--- src/rtl/spi_pkg.sv ---
`default_nettype none
// +----------------------------------------------------------------------------+
// | Module      : spi_pkg                                                      |
// | Description : Shared command/state encodings for the burst SPI slave.      |
// | Revision    : 1.0 - initial release                                        |
// +----------------------------------------------------------------------------+
package spi_pkg;

  localparam int CTRL_WIDTH = 3;
  localparam int RD_DUMMY   = 2;

  typedef enum logic [CTRL_WIDTH-1:0] {
    CMD_WR_ADDR = 3'b000,
    CMD_WR_DATA = 3'b001,
    CMD_RD_ADDR = 3'b110,
    CMD_RD_DATA = 3'b111
  } cmd_e;

  typedef enum logic [2:0] {
    ST_IDLE     = 3'd0,
    ST_CMD      = 3'd1,
    ST_ADDR     = 3'd2,
    ST_WDATA    = 3'd3,
    ST_RD_WAIT  = 3'd4,
    ST_RD_SHIFT = 3'd5,
    ST_DRAIN    = 3'd6
  } state_e;

  function automatic int max3(input int a, input int b, input int c);
    int m;
    m = (a > b) ? a : b;
    return (m > c) ? m : c;
  endfunction

endpackage
`default_nettype wire

--- src/rtl/spi_shift_reg.sv ---
`default_nettype none
// +----------------------------------------------------------------------------+
// | Module      : spi_shift_reg                                                |
// | Description : MSB-first shift register: serial in, parallel load, serial   |
// |               out. Clear has priority over load, load over shift.          |
// | Revision    : 1.0 - initial release                                        |
// +----------------------------------------------------------------------------+
module spi_shift_reg #(
  parameter int WIDTH = 8
) (
  input  logic             clk,
  input  logic             rst,
  input  logic             i_clr,
  input  logic             i_load,
  input  logic             i_shift,
  input  logic [WIDTH-1:0] i_load_data,
  input  logic             i_sdi,
  output logic [WIDTH-1:0] o_data,
  output logic             o_sdo
);

  logic [WIDTH-1:0] r_data;

  always_ff @(posedge clk or posedge rst) begin
    if (rst) begin
      r_data <= '0;
    end else if (i_clr) begin
      r_data <= '0;
    end else if (i_load) begin
      r_data <= i_load_data;
    end else if (i_shift) begin
      r_data <= {r_data[WIDTH-2:0], i_sdi};
    end
  end

  assign o_data = r_data;
  assign o_sdo  = r_data[WIDTH-1];

endmodule
`default_nettype wire

--- src/rtl/spi_slave_burst.sv ---
`default_nettype none
// +----------------------------------------------------------------------------+
// | Module      : spi_slave_burst                                              |
// | Description : clk-sampled SPI slave with burst read/write to a generic     |
// |               synchronous memory port (1-cycle read latency).              |
// | Revision    : 1.0 - initial release                                        |
// +----------------------------------------------------------------------------+
module spi_slave_burst
  import spi_pkg::*;
#(
  parameter int DATA_WIDTH = 8,
  parameter int ADDR_WIDTH = 8,
  parameter int BURST_EN   = 1
) (
  input  logic                  clk,
  input  logic                  rst,
  input  logic                  ss_n,
  input  logic                  mosi,
  output logic                  miso,
  output logic                  mem_req,
  output logic                  mem_we,
  output logic [ADDR_WIDTH-1:0] mem_addr,
  output logic [DATA_WIDTH-1:0] mem_wdata,
  input  logic [DATA_WIDTH-1:0] mem_rdata,
  output logic                  busy,
  output logic                  cmd_err
);

  // The final bit of any field is taken straight from mosi, so rx holds one bit less.
  localparam int RX_W  = max3(DATA_WIDTH, ADDR_WIDTH, CTRL_WIDTH) - 1;
  localparam int CNT_W = $clog2(RX_W + 1);

  localparam logic [CNT_W-1:0] c_cnt_cmd_last  = CNT_W'(CTRL_WIDTH - 1);
  localparam logic [CNT_W-1:0] c_cnt_addr_last = CNT_W'(ADDR_WIDTH - 1);
  localparam logic [CNT_W-1:0] c_cnt_data_last = CNT_W'(DATA_WIDTH - 1);
  localparam logic [CNT_W-1:0] c_cnt_dummy     = CNT_W'(RD_DUMMY - 1);
  localparam logic [CNT_W-1:0] c_cnt_prefetch  = CNT_W'(DATA_WIDTH - 3);

  state_e                  r_state;
  state_e                  w_state_nxt;
  logic [CNT_W-1:0]        r_cnt;
  logic [ADDR_WIDTH-1:0]   r_wr_addr;
  logic [ADDR_WIDTH-1:0]   r_rd_addr;
  logic                    r_rd_sel;
  logic                    r_mem_req;
  logic                    r_mem_we;
  logic [ADDR_WIDTH-1:0]   r_mem_addr;
  logic [DATA_WIDTH-1:0]   r_mem_wdata;
  logic                    r_cmd_err;

  logic                    w_rx_shift;
  logic                    w_cnt_clr;
  logic                    w_cnt_inc;
  logic                    w_addr_commit;
  logic                    w_wr_commit;
  logic                    w_rd_req;
  logic                    w_tx_load;
  logic                    w_tx_shift;
  logic                    w_tx_clr;
  logic                    w_cmd_err;
  logic                    w_sel_load;
  logic                    w_sel_rd;

  logic [RX_W-1:0]         w_rx_q;
  logic                    w_rx_sdo_unused;
  logic [DATA_WIDTH-1:0]   w_tx_data_unused;
  logic [CTRL_WIDTH-1:0]   w_cmd;
  logic [ADDR_WIDTH-1:0]   w_addr_word;
  logic [DATA_WIDTH-1:0]   w_data_word;

  assign w_cmd       = {w_rx_q[CTRL_WIDTH-2:0], mosi};
  assign w_addr_word = {w_rx_q[ADDR_WIDTH-2:0], mosi};
  assign w_data_word = {w_rx_q[DATA_WIDTH-2:0], mosi};
  assign w_tx_clr    = (w_state_nxt != ST_RD_SHIFT);

  spi_shift_reg #(.WIDTH(RX_W)) u_rx (
    .clk         (clk),
    .rst         (rst),
    .i_clr       (1'b0),
    .i_load      (1'b0),
    .i_shift     (w_rx_shift),
    .i_load_data ('0),
    .i_sdi       (mosi),
    .o_data      (w_rx_q),
    .o_sdo       (w_rx_sdo_unused)
  );

  spi_shift_reg #(.WIDTH(DATA_WIDTH)) u_tx (
    .clk         (clk),
    .rst         (rst),
    .i_clr       (w_tx_clr),
    .i_load      (w_tx_load),
    .i_shift     (w_tx_shift),
    .i_load_data (mem_rdata),
    .i_sdi       (1'b0),
    .o_data      (w_tx_data_unused),
    .o_sdo       (miso)
  );

  always_ff @(posedge clk or posedge rst) begin
    if (rst) begin
      r_state <= ST_IDLE;
    end else begin
      r_state <= w_state_nxt;
    end
  end

  always_comb begin
    w_state_nxt   = r_state;
    w_rx_shift    = 1'b0;
    w_cnt_clr     = 1'b0;
    w_cnt_inc     = 1'b0;
    w_addr_commit = 1'b0;
    w_wr_commit   = 1'b0;
    w_rd_req      = 1'b0;
    w_tx_load     = 1'b0;
    w_tx_shift    = 1'b0;
    w_cmd_err     = 1'b0;
    w_sel_load    = 1'b0;
    w_sel_rd      = 1'b0;
    if (ss_n) begin
      // Deselect drops any partial field; nothing on this edge is sampled.
      w_state_nxt = ST_IDLE;
      w_cnt_clr   = 1'b1;
    end else begin
      case (r_state)
        ST_IDLE: begin
          w_state_nxt = ST_CMD;
          w_rx_shift  = 1'b1;
          w_cnt_inc   = 1'b1;
        end
        ST_CMD: begin
          w_rx_shift = 1'b1;
          if (r_cnt == c_cnt_cmd_last) begin
            w_cnt_clr = 1'b1;
            case (cmd_e'(w_cmd))
              CMD_WR_ADDR: begin
                w_state_nxt = ST_ADDR;
                w_sel_load  = 1'b1;
              end
              CMD_RD_ADDR: begin
                w_state_nxt = ST_ADDR;
                w_sel_load  = 1'b1;
                w_sel_rd    = 1'b1;
              end
              CMD_WR_DATA: w_state_nxt = ST_WDATA;
              CMD_RD_DATA: begin
                w_state_nxt = ST_RD_WAIT;
                w_rd_req    = 1'b1;
              end
              default: begin
                w_state_nxt = ST_DRAIN;
                w_cmd_err   = 1'b1;
              end
            endcase
          end else begin
            w_cnt_inc = 1'b1;
          end
        end
        ST_ADDR: begin
          w_rx_shift = 1'b1;
          if (r_cnt == c_cnt_addr_last) begin
            w_addr_commit = 1'b1;
            w_cnt_clr     = 1'b1;
            w_state_nxt   = ST_DRAIN;
          end else begin
            w_cnt_inc = 1'b1;
          end
        end
        ST_WDATA: begin
          w_rx_shift = 1'b1;
          if (r_cnt == c_cnt_data_last) begin
            w_wr_commit = 1'b1;
            w_cnt_clr   = 1'b1;
            if (BURST_EN == 0) begin
              w_state_nxt = ST_DRAIN;
            end
          end else begin
            w_cnt_inc = 1'b1;
          end
        end
        ST_RD_WAIT: begin
          if (r_cnt == c_cnt_dummy) begin
            w_tx_load   = 1'b1;
            w_cnt_clr   = 1'b1;
            w_state_nxt = ST_RD_SHIFT;
          end else begin
            w_cnt_inc = 1'b1;
          end
        end
        ST_RD_SHIFT: begin
          if (r_cnt == c_cnt_data_last) begin
            w_cnt_clr = 1'b1;
            if (BURST_EN != 0) begin
              w_tx_load = 1'b1;
            end else begin
              w_state_nxt = ST_DRAIN;
            end
          end else begin
            w_tx_shift = 1'b1;
            w_cnt_inc  = 1'b1;
            // Prefetch so the next word's rdata lands exactly on the word boundary.
            if ((BURST_EN != 0) && (r_cnt == c_cnt_prefetch)) begin
              w_rd_req = 1'b1;
            end
          end
        end
        ST_DRAIN: w_state_nxt = ST_DRAIN;
        default:  w_state_nxt = ST_IDLE;
      endcase
    end
  end

  always_ff @(posedge clk or posedge rst) begin
    if (rst) begin
      r_cnt       <= '0;
      r_wr_addr   <= '0;
      r_rd_addr   <= '0;
      r_rd_sel    <= 1'b0;
      r_mem_req   <= 1'b0;
      r_mem_we    <= 1'b0;
      r_mem_addr  <= '0;
      r_mem_wdata <= '0;
      r_cmd_err   <= 1'b0;
    end else begin
      r_mem_req <= w_wr_commit | w_rd_req;
      r_cmd_err <= w_cmd_err;

      if (w_cnt_clr) begin
        r_cnt <= '0;
      end else if (w_cnt_inc) begin
        r_cnt <= r_cnt + 1'b1;
      end

      if (w_sel_load) begin
        r_rd_sel <= w_sel_rd;
      end

      if (w_wr_commit) begin
        r_mem_we    <= 1'b1;
        r_mem_addr  <= r_wr_addr;
        r_mem_wdata <= w_data_word;
      end else if (w_rd_req) begin
        r_mem_we   <= 1'b0;
        r_mem_addr <= r_rd_addr;
      end

      // wr_addr advances as the write request retires, wrapping naturally.
      if (r_mem_req && r_mem_we) begin
        r_wr_addr <= r_wr_addr + 1'b1;
      end else if (w_addr_commit && !r_rd_sel) begin
        r_wr_addr <= w_addr_word;
      end

      if (w_tx_load) begin
        r_rd_addr <= r_rd_addr + 1'b1;
      end else if (w_addr_commit && r_rd_sel) begin
        r_rd_addr <= w_addr_word;
      end
    end
  end

  assign mem_req   = r_mem_req;
  assign mem_we    = r_mem_we;
  assign mem_addr  = r_mem_addr;
  assign mem_wdata = r_mem_wdata;
  assign cmd_err   = r_cmd_err;
  assign busy      = (r_state != ST_IDLE);

endmodule
`default_nettype wire

--- config.mk ---
export PLATFORM = sky130hd
export DESIGN_NAME = spi_slave_burst
export DESIGN_NICKNAME = d
export VERILOG_FILES = /design/src/rtl/spi_pkg.sv /design/src/rtl/spi_shift_reg.sv /design/src/rtl/spi_slave_burst.sv
export SDC_FILE = /design/constraint.sdc
export NUM_CORES = 1
export LEC_CHECK = 0
export ABC_AREA = 1
export ABC_CLOCK_PERIOD_IN_PS = 1800
export CORE_AREA = 2 2 80 90
export CTS_CLUSTER_DIAMETER = 30
export DETAILED_ROUTE_END_ITERATION = 16
export DIE_AREA = 0 0 82 92
export GPL_TIMING_DRIVEN = 0
export PLACE_DENSITY = 0.71
export SLEW_MARGIN = 20
export SYNTH_ARGS = -nofsm -noshare
export SYNTH_HDL_FRONTEND = slang
export SYNTH_HIERARCHICAL = 1
export SYNTH_SLANG_ARGS = --single-unit
--- constraint.sdc ---
create_clock -name clk -period 1.8 [get_ports clk]
set_input_delay 0.36 -clock clk [delete_from_list [all_inputs] [get_ports clk]]
set_output_delay 0.36 -clock clk [all_outputs]
set_load 0.05 [all_outputs]
== Word-level counts from Yosys, hierarchy flattened ==
Cells that the tools add are included.
Widths: inputs -> output; s select.

* Bits in registers: 57
* Output and inout port bits: 21
* Bits of input ports: 12
* Word-level logic and storage cells: 104

* Reductions and logical operators: 17
* Mux-type cells: 57
* Bitwise gates (word level): 1
* Add/subtract/negate cells: 3
* Eq/ne operators: 14

{| class="wikitable"
|+ Operator list
! operator !! number
|-
| $mux 8 || 9
|-
| $mux 1 || 36
|-
| $eq 3x3->1 const B || 7
|-
| $mux 3 || 6
|-
| $pmux 3 s6 || 1
|-
| $add 8x1->8 const B || 2
|-
| $eq 3x1->1 const B || 3
|-
| $eq 3x2->1 const B || 3
|-
| $pmux 3 s3 || 1
|-
| $reduce_bool 2->1 || 4
|-
| $reduce_or 4->1 || 2
|-
| $logic_not 3->1 || 2
|-
| $reduce_bool 3->1 || 2
|-
| $pmux 1 s2 || 2
|-
| $pmux 1 s4 || 1
|-
| $reduce_or 2->1 || 2
|-
| $add 3x1->3 const B || 1
|-
| $logic_and 1x1->1 || 3
|-
| $ne 3x3->1 const B || 1
|-
| $pmux 1 s3 || 1
|-
| $reduce_or 3->1 || 1
|-
| $logic_not 1->1 || 1
|-
| $or 1x1->1 || 1
|}

== Longest topological paths before layout ==
* Word-level depth: 8
* Mapped depth: 14
* Mapped depth without buffers: 13

== By module ==
Netlist, hierarchy kept.

{| class="wikitable"
|+ By module, submodules not included
! module !! cells each !! sequential area each (µm²) !! area each (µm²) !! instances
|-
| spi_slave_burst || 337 || 1,051.0 || 2,518.7 || 1
|-
| spi_shift_reg at u_tx || 63 || 200.2 || 460.4 || 1
|-
| spi_shift_reg at u_rx || 56 || 175.2 || 411.6 || 1
|}

== Least setup slack after synthesis ==
OpenSTA, ideal clock, no wires.

* Path type: register -> register
* Start point: register r_cnt[0]
* End point: register u_tx.r_data[7], in the netlist u_tx/o_data[7]
* Stages on the path, launching flop included: 11
* Period minus slack after synthesis: 1.869 ns
* Data arrival time: 1.751 ns
* Path slack: -0.069 ns
* Path buffers: 0
* Library setup time: 0.118 ns
* Cell sequence: dfrtp_1 -> ha_1 -> ha_1 -> inv_2 -> o21ai_0 -> a22oi_1 -> nor2_1 -> nand3_1 -> inv_1 -> nand3_1 -> nand2_1

* Word-level cells in the longest chain between the ends: 6
* Elaborated cells between the ends (all ways): 19
* Those cells by class: eq/ne (4); mux (14); reduce/logical (1)

{| class="wikitable"
|+ Ends and longest elaborated chain
! item !! line !! text
|-
| from (decl) || spi_slave_burst.sv:41 || <nowiki>logic [CNT_W-1:0] r_cnt;</nowiki>
|-
| from (signal assigned) || spi_slave_burst.sv:232 || <nowiki>r_cnt <= r_cnt + 1'b1;</nowiki>
|-
| $eq 3x1->1 (tied with other cells) || spi_slave_burst.sv:183 || <nowiki>if (r_cnt == c_cnt_dummy) begin</nowiki>
|-
| $mux 3 (on tied branches) || spi_slave_burst.sv:183, spi_slave_burst.sv:134, spi_slave_burst.sv:162 ||
|-
| $pmux 3 s6 (*) || spi_slave_burst.sv:126 || <nowiki>case (r_state)</nowiki>
|-
| $mux 3 (*) || spi_slave_burst.sv:121 || <nowiki>if (ss_n) begin</nowiki>
|-
| via w_state_nxt[2] || spi_slave_burst.sv:40 || <nowiki>state_e w_state_nxt;</nowiki>
|-
| $ne 3x3->1 (*) || spi_slave_burst.sv:74 || <nowiki>assign w_tx_clr = (w_state_nxt != ST_RD_SHIFT);</nowiki>
|-
| via w_tx_clr || spi_slave_burst.sv:59 || <nowiki>logic w_tx_clr;</nowiki>
|-
| $reduce_bool 3->1 (no source line) / $mux 8 (equally long branches) || - ||
|-
| to (signal assigned) || spi_shift_reg.sv:30 || <nowiki>r_data <= i_load_data;</nowiki>
|-
| to (signal assigned) || spi_shift_reg.sv:32 || <nowiki>r_data <= {r_data[WIDTH-2:0], i_sdi};</nowiki>
|-
| to (decl) || spi_shift_reg.sv:22 || <nowiki>logic [WIDTH-1:0] r_data;</nowiki>
|}

Mark *: on every way through the listed nets, which the timed path passes. The rest lies on a longest branch.
A chain may end at the register's enable or synchronous reset.

== Final worst setup path ==
* Start point: register r_state[2]
* End point: output busy

* Word-level cells in the longest chain between the ends: 1

{| class="wikitable"
|+ Ends and longest elaborated chain
! item !! line !! text
|-
| from (decl) || spi_slave_burst.sv:39 || <nowiki>state_e r_state;</nowiki>
|-
| from (signal assigned) || spi_slave_burst.sv:104 || <nowiki>r_state <= w_state_nxt;</nowiki>
|-
| $reduce_bool 3->1 || spi_slave_burst.sv:268 || <nowiki>assign busy = (r_state != ST_IDLE);</nowiki>
|-
| to (decl) || spi_slave_burst.sv:25 || <nowiki>output logic busy,</nowiki>
|}

Every way passes these cells.

==> summary.md <==
| Metric | Value |
|---|---|
| Leak | `2.33 nW` |
| Drt first pass iters | `5` |
| Critical Path End | `busy` |
| Core box area | `0.00673 mm^2` |
| CP Launch Point | `r_state[2]` |
| Gr usage total | `22.8%` |
| Syn_area_per_cell | `7.44 um^2` |
| Diodes inserted | `0` |
| Worst hold path startpoint | `ss_n` |
| TritonCTS clock tree | `done` |
| Root buffer cell | `clkbuf_8` |
| Fin cells | `607` |
| Max-cap violations | `0` |
| RD Place Congestion | `0.866` |
| Initial drt markers | `128` |
| Layout net count | `536` |
| Worst-Margin Slew | `518 ps` |
| Final setup TNS | `0 ps` |
| FF-to-FF Start | `r_cnt[0]` |
| Footprint of the multi-input gates | `0.00182 mm^2` |
| Worst slew margin | `65.4%` |
| Switching share of total power | `31.6%` |
| Number of fill cells in the layout | `618` |
| Syn-to-layout area delta | `25.1%` |
| Cell Pwr Density | `814 mW/mm^2` |
| Layout Skew | `6.41 ps` |
| Remaining antenna violation count | `0` |
| Clock Power Share | `34.5%` |
| CP Capture Type | `output port` |
| Internal power | `2.36 mW` |
| Setup Crit Path Kind | `reg2out` |
| Highest clock rate | `566 MHz` |
| Final worst setup slack | `34.7 ps` |
| Routed wire length | `7920 um` |
| RSZ-0062 raised after global routing | `true` |
| Initial antenna violation count | `0` |
| Fin crit period | `1770 ps` |
| Synth Warn # | `6` |
| Largest net degree at the start of global routing | `23` |
| Port Buffers | `31` |
| # DRC | `0` |
| Reg area | `0.00143 mm^2` |
| Setup violators final | `0` |
| Flop-to-flop setup slack | `60 ps` |
| Min-Delay Path Class | `in2reg` |
| Slew Viols, Final | `0` |
| Die Footprint | `0.00754 mm^2` |
| CP Data Required Time | `1440 ps` |
| Worst skew pair latency | `330 ps` |
| Global-route wire length before repair | `13300 um` |
| Mapped Cells | `455` |
| DR vias/cell | `5.14` |
| Hpwl dp | `5510 um` |
| FP Rows | `32` |
| Status | `finished, final reports clean` |
| Die width | `82 um` |
| Clock transition at path regs | `60 ps` |
| Worst Setup Start Kind | `flop` |
| Final worst path period share | `98.1%` |
| Reg2reg end | `u_tx/o_data[0]` |
| Hold WS | `260 ps` |
| CTS max path bufs | `2` |
| Worst VDD drop | `0.511 mV` |
| Total gr overflow | `0` |
| Cells after DPL | `582` |
| Pre-CTS WS | `-359 ps` |
| NetSw | `1.09 mW` |
| Vias in the first global route | `2926` |
| Die height | `92 um` |
| Drt wl/cell | `13.0 um` |
| CTS HTree Levels | `3` |
| Cell area after synthesis | `0.00338 mm^2` |
| Data arrival, critical path | `1410 ps` |
| Hold Vio Cnt, Final | `0` |
| Via count | `3117` |
| Io pins | `33` |
| Comb pwr share | `22.3%` |
| CP Max Fanout | `6` |
| Overall Power | `3.45 mW` |
| Initial Util | `50.3%` |
| Total CTS buffers | `9` |
| Sinks on Clock Net | `57` |
| Fraction of layout cells with a size suffix above 1 | `16.1%` |
| Post-CTS Hold Fix Bufs | `0` |
| Sequential power share | `43.2%` |
| Reg2Reg Depth | `11` |
## registers in the layout, summed over array words and instances, names as in the netlist
signal	flops
r_wr_addr	8
cmd_err	1
r_rd_addr	8
u_rx/o_data	7
mem_wdata	8
r_state	3
mem_req	1
r_rd_sel	1
u_tx/o_data	8
mem_addr	8
r_cnt	3
mem_we	1
## stage by stage
stage / utilization (%) / cell area, um^2
final: 62.9 / 4230
after CTS: 61.1 / 4110
after global placement: 57.2 / 3840
after detailed placement: 57.6 / 3870
after floorplan: - / 3430
after global routing: 62.9 / 4230
## metal layers
layer  track usage [%]  up-vias  share of wire [%]
met1              29.7     1446                 44
met5                 0        -                  0
met4              10.7        0                2.3
met3              3.74       18                4.4
met2              36.5       83                 49
li1                  -     1570                  -
## what timing repair did
action / 4_1_cts / 5_1_grt
buffers inserted: 3 / 6
setup endpoints to repair: 31 / 21
endpoints found under the hold margin: 0 / 0
pin swaps: 6 / 6
resized for setup: 35 / 29
gates cloned: 1 / 0
## critical path: stages (launching register included)
cell and delay [ps]:
dfrtp_2 480, nor3_1 290, inv_1 90, buf_2 220
## final cells by class
cell class              count  area share, %
well taps                  85           2.51
inverters                  49           4.64
clock buffers              12           3.66
plain buffers              12           2.60
multi-input cells         348           42.9
clock inverters             3          0.946
flip-flops and latches     57           33.7
repair buffers             41           9.01
## worst min path at each step
stage          slack [ps]  depth (start not counted)        endpoint
6_report              260                          2      r_state[1]
5_1_grt               250                          2      r_state[1]
4_1_cts               230                          2      r_state[1]
3_5_place_dp          480                          2    mem_wdata[2]
3_3_place_gp          470                          2    mem_wdata[2]
2_1_floorplan         160                          1  u_rx/o_data[0]
## placed cells by master, fill, tap and decap left out, types with 3 or more instances in the layout
| master | instances |
|---|---|
| o211ai_2 | 3 |
| nor2_8 | 4 |
| conb_1 | 11 |
| nor2_1 | 23 |
| nand3_4 | 3 |
| buf_4 | 9 |
| clkdlybuf4s50_1 | 9 |
| ha_1 | 3 |
| o21ai_0 | 18 |
| nand4_1 | 6 |
| dfrtp_1 | 55 |
| dlygate4sd2_1 | 20 |
| buf_6 | 7 |
| nand2_1 | 175 |
| inv_2 | 6 |
| nand3_1 | 60 |
| nor2_2 | 3 |
| o21ai_1 | 3 |
| clkbuf_1 | 5 |
| nand2_2 | 5 |
| clkbuf_8 | 11 |
| mux2_2 | 5 |
| inv_4 | 3 |
| nor3_1 | 3 |
| inv_1 | 39 |
| nand2_4 | 3 |
## power by group through the flow
stage	sequential [mW]	clock, mW	combinational, mW
final	1.49	1.19	0.768
after global routing	1.50	1.30	0.876
after CTS	1.48	1.22	0.710
after detailed placement	1.50	0	0.678
after global placement	1.50	0	0.650
after floorplan	1.48	0	0.516
No activity file was read; power rests on OpenSTA's default activity.
